`src/rtl/div.sv`:
```
// Iterative radix-2 restoring divider (signed/unsigned) for the EX stage.
// One quotient bit per cycle; the result is held until the consumer takes it; flush aborts.
module div #(
   parameter int WIDTH = 32
) (
   input  logic             div_clk,
   input  logic             resetn,
   input  logic             flush,
   input  logic             in_valid,
   output logic             in_ready,
   input  logic             div_signed,
   input  logic [WIDTH-1:0] x,
   input  logic [WIDTH-1:0] y,
   output logic             out_valid,
   input  logic             out_ready,
   output logic [WIDTH-1:0] s,
   output logic [WIDTH-1:0] r,
   output logic             div_zero
);
   localparam int CW = $clog2(WIDTH);

   typedef enum logic [1:0] {IDLE, CALC, DONE} state_t;

   typedef struct packed {
      logic [WIDTH-1:0] ymag;
      logic             neg_q;
      logic             neg_r;
   } op_t;

   state_t           state, state_nxt;
   op_t              op;
   logic [WIDTH-1:0] rem, quo, rem_nxt, quo_nxt, xmag, ymag_in;
   logic [WIDTH:0]   sh, trial;
   logic [CW-1:0]    cnt;
   logic             accept, last, ge;

   assign in_ready  = (state == IDLE);
   assign out_valid = (state == DONE);
   assign accept    = in_valid && in_ready && !flush;
   assign last      = (cnt == CW'(WIDTH - 1));

   assign xmag    = (div_signed && x[WIDTH-1]) ? -x : x;
   assign ymag_in = (div_signed && y[WIDTH-1]) ? -y : y;

   // Shifted partial remainder is below 2*|y|, so the trial MSB alone is the sign.
   assign sh      = {rem, quo[WIDTH-1]};
   assign trial   = sh - {1'b0, op.ymag};
   assign ge      = ~trial[WIDTH];
   assign rem_nxt = ge ? trial[WIDTH-1:0] : sh[WIDTH-1:0];
   assign quo_nxt = {quo[WIDTH-2:0], ge};

   always_ff @(posedge div_clk or negedge resetn) begin
      if (!resetn) state <= IDLE;
      else         state <= state_nxt;
   end

   always_comb begin
      state_nxt = state;
      if (flush) begin
         state_nxt = IDLE;
      end else begin
         case (state)
            IDLE:    if (in_valid) state_nxt = (y == '0) ? DONE : CALC;
            CALC:    if (last) state_nxt = DONE;
            DONE:    if (out_ready) state_nxt = IDLE;
            default: state_nxt = IDLE;
         endcase
      end
   end

   always_ff @(posedge div_clk or negedge resetn) begin
      if (!resetn) begin
         op       <= '0;
         rem      <= '0;
         quo      <= '0;
         cnt      <= '0;
         s        <= '0;
         r        <= '0;
         div_zero <= 1'b0;
      end else if (accept) begin
         if (y == '0) begin
            s        <= '1;
            r        <= x;
            div_zero <= 1'b1;
         end else begin
            op.ymag  <= ymag_in;
            op.neg_q <= div_signed && (x[WIDTH-1] ^ y[WIDTH-1]);
            op.neg_r <= div_signed && x[WIDTH-1];
            quo      <= xmag;
            rem      <= '0;
            cnt      <= '0;
         end
      end else if (state == CALC && !flush) begin
         quo <= quo_nxt;
         rem <= rem_nxt;
         cnt <= cnt + 1'b1;
         if (last) begin
            s        <= op.neg_q ? -quo_nxt : quo_nxt;
            r        <= op.neg_r ? -rem_nxt : rem_nxt;
            div_zero <= 1'b0;
         end
      end
   end
endmodule

```
`config.mk`:
```
export PLATFORM = sky130hd
export DESIGN_NAME = div
export DESIGN_NICKNAME = d
export VERILOG_FILES = /design/src/rtl/div.sv
export SDC_FILE = /design/constraint.sdc
export NUM_CORES = 1
export LEC_CHECK = 0
export CAP_MARGIN = 20
export CORE_ASPECT_RATIO = 0.75
export CORE_MARGIN = 2
export CORE_UTILIZATION = 52
export CTS_BUF_LIST = sky130_fd_sc_hd__clkbuf_16
export DETAILED_ROUTE_END_ITERATION = 16
export GPL_TIMING_DRIVEN = 0
export PLACE_DENSITY = 0.78
export SYNTH_ARGS = -nofsm -noshare
export SYNTH_HDL_FRONTEND = slang
export SYNTH_SLANG_ARGS = --single-unit
```
`constraint.sdc`:
```
create_clock -name div_clk -period 4.2 [get_ports div_clk]
set_clock_uncertainty 0.05 [all_clocks]
set_input_delay 0.84 -clock div_clk [delete_from_list [all_inputs] [get_ports div_clk]]
set_output_delay 0.84 -clock div_clk [all_outputs]
set_load 0.02 [all_outputs]
```
==> impl_metrics.csv <==
group,metric,value,unit
run_status,status,"finished clean",
drt,drc,0,
drt,dr.pass1.iters,6,
grt,grt_usage,34.7,%
cts,cts_root_buffer,"clkbuf_16",
worst_setup_path,worstPathMaxFanout,9,
cts,path_clk_slew,0.07,ns
timing,fmaxAchievable,0.240,GHz
logic_synthesis,syn_inst,1536,
logic_synthesis,synth_cell_types,86,
cells_and_area,final.fill_count,1952,
logic_synthesis,synth-async-reset-ratio,100,%
logic_synthesis,synth_seq_area_share,34.6,%
cells_and_area,regArea,0.00426,sq mm
die,die_h,137,um
cts,clk_latency,0.45,ns
cells_and_area,final_nets,1836,
logic_synthesis,ys_ff_latch,170,
drt,drtIter0Drc,1718,
cts,clockBufferDepth,2,
logic_synthesis,synth_edf_count,0,
timing,tightestPinTransition,0.954,ns
cts,htreeDepth,4,
place,hpwl,32200,um
grt,grt_pass1_vias,12000,
logic_synthesis,ys_warn_count,0,
worst_setup_path,arrival,4.50,ns
worst_setup_path,end_kind,"register",
place,dp_slack,-1.30,ns
logic_synthesis,synth_nets,1645,
drt,finalWirelength,42800,um
timing,fin_crit_sh,99.3,%
cells_and_area,multiInputGateArea,0.00789,sq mm
power,powerDensity,386,mW/mm^2
die,die_w,181,um
cells_and_area,fin_area,0.0153,sq mm
worst_setup_path,path_cells,"ha_1 > buf_4 > and4_1 > a221oi_2 > o21ai_2 > a21oi_4 > xnor2_4 > clkinv_4 > buf_12 > a21oi_4 > ha_4 > nand3b_1 > buf_4 > nor3_1 > nor2_1 > o21ai_2 > o21ai_0 > or3_1 > nand4_1",
cts,cts_tree,"built",
die,coreArea,0.0231,sq mm
cts,hold_buffers,0,
logic_synthesis,netlist_area,0.0123,sq mm
worst_setup_path,crit_type,"reg2reg",
worst_setup_path,reg2reg_depth,19,
grt,grt_max_degree,102,
place,gp_congestion,0.994,
drt,ant_nets,0,
grt,grt_pass1_wl,66400,um
cells_and_area,final_cell_mix,"nand2_1, dfrtp_1, nor2_1, o21ai_0, clkdlybuf4s50_1",
power,peakVddDrop,306,uV
timing,worst_slew_margin_rel,35.8,%
power,fin_total_pwr,5.93,mW
timing,tns,0,ns
die,rows,48,
worst_setup_path,slowest_delay,0.41,ns
grt,antenna_found_initial,1,
worst_setup_path,worst_setup_path_start_kind,"register",
timing,fin_ws,0.0299,ns
cells_and_area,syn2layout_area_growth,24.9,%
timing,rsz0062_at_grt,"true",
grt,grt.overflow.total,0,
place,io_buffer_count,136,
cells_and_area,final_common_cell,"nand2_1",
cts,cts_buffers,17,
drt,wl_per_cell,21.0,um
logic_synthesis,synthFlopType,"dfrtp_1",
drt,vias_per_cell,6.33,
die,initial_core_util,53.1,%
job,drv_cap,0,
cts,clock_sinks,170,
timing,finalHoldViolCount,0,
logic_synthesis,syn_area_per_cell,8.00,sq um
place,dpl-instance-area,0.0141,sq mm
worst_setup_path,worst-endpoint-required,4.53,ns
timing,setup_viol,0,
power,p_leak,6.44,nW
min_path,hp-class,"in2async",
drt,vias,12900,
timing,whs,0.318,ns
timing,slew_viol_final,0,
die,die_area,0.0249,sq mm
timing,period_minus_slack,4.17,ns
worst_setup_path,r2r_start,"rem[28]$_DFFE_PN0P_",
worst_setup_path,critPathLaunch,"rem[28]$_DFFE_PN0P_",
die,io_pins,137,
cells_and_area,drive_gt1_share,11.9,%
worst_setup_path,crit_slowest_cell,"dfrtp_1",
state kept, by name (all words and copies together) (netlist names):
| register | flops |
|---|---|
| rem | 32 |
| op | 34 |
| quo | 32 |
| r | 32 |
| state | 2 |
| cnt | 5 |
| s | 32 |
| div_zero | 1 |
worst max-delay path: cells and delay by family (launching register included):
kind                       cells  cell delay, ns
AOI/OAI and AO/OA              6            1.33
and+or+nand+nor                6            1.01
buffers and inverters          4            0.66
adders and majority gates      2            0.47
DFF                            1            0.41
xor gates and xnor gates       1            0.16
Yosys cell counts (11+ instances only):
cell | number | share of area, %
nand2_1 | 223 | 6.8
dfrtp_1 | 170 | 35
o21ai_0 | 149 | 6.1
nor2_1 | 144 | 4.4
a21oi_1 | 134 | 5.5
xor2_1 | 80 | 5.7
clkbuf_1 | 56 | 1.7
xnor2_1 | 51 | 3.6
inv_1 | 50 | 1.5
nor3_1 | 42 | 1.7
ha_1 | 38 | 3.9
o22ai_1 | 36 | 1.8
a31oi_1 | 25 | 1.3
mux2i_1 | 24 | 2.0
or3_1 | 24 | 1.2
buf_2 | 21 | 0.86
o31ai_1 | 21 | 1.3
nand3_1 | 20 | 0.81
and3_1 | 15 | 0.76
and2_1 | 14 | 0.71
o21ai_1 | 13 | 0.53
nor4_1 | 11 | 0.56
o41ai_1 | 11 | 0.78
or4_1 | 11 | 0.67
routing by layer:
metal	share of wire [%]	up-vias	global-route usage, %
met1	45	6225	51.2
met2	40	718	48.1
li1	-	5875	-
met3	13	73	12.0
met5	0	-	0
met4	2.1	0	8.72
per-stage QoR:
stage	utilization, %	instances
after CTS	65.1	2030
after detailed placement	61.0	1973
after global routing	66.3	2037
after global placement	60.8	1972
final	66.4	2038
after floorplan	-	1536
worst paths after layout:
| path | endpoint | slack, ns |
|---|---|---|
| hold / removal | op[31]$_DFFE_PN0P_ | 0.32 |
| min in group div_clk | div_zero$_DFFE_PN0P_ | 0.45 |
| setup reg to reg | r[18]$_DFFE_PN0P_ | 0.03 |
| max in group asynchronous | rem[1]$_DFFE_PN0P_ | 2.85 |
| hold reg to reg | div_zero$_DFFE_PN0P_ | 0.45 |
| setup / recovery | r[18]$_DFFE_PN0P_ | 0.03 |
kinds of logic after synthesis:
family | synth area share [%]
DFF | 34.6
and+or+nand+nor | 21.0
muxes | 2.69
buffers and inverters | 4.52
AOI/OAI and AO/OA | 23.7
xor gates and xnor gates | 9.47
adders and majority gates | 4.03
timing repair:
action	4_1_cts	5_1_grt
setup endpoints to repair	134	144
pin swaps	21	25
gates resized for setup	57	69
buffers inserted	28	12
cell type report:
cell class,count,area share (%)
antenna,1,0.0163
sequential,170,27.8
tap,300,2.45
clock buffer,17,2.77
inverter,51,1.28
buffer,79,2.56
multi-input combinational,1231,51.4
timing repair buffer,177,11.1
clock inverter,12,0.563
power by group:
part           internal [mW]  total [mW]  leakage [nW]  switching [mW]
Sequential              1.84        2.07          2.27           0.229
Combinational          0.953        2.39          3.92            1.44
Clock                  0.791        1.47         0.252           0.683
Total                   3.58        5.93          6.44            2.35
(Power assumes the default switching activity.)
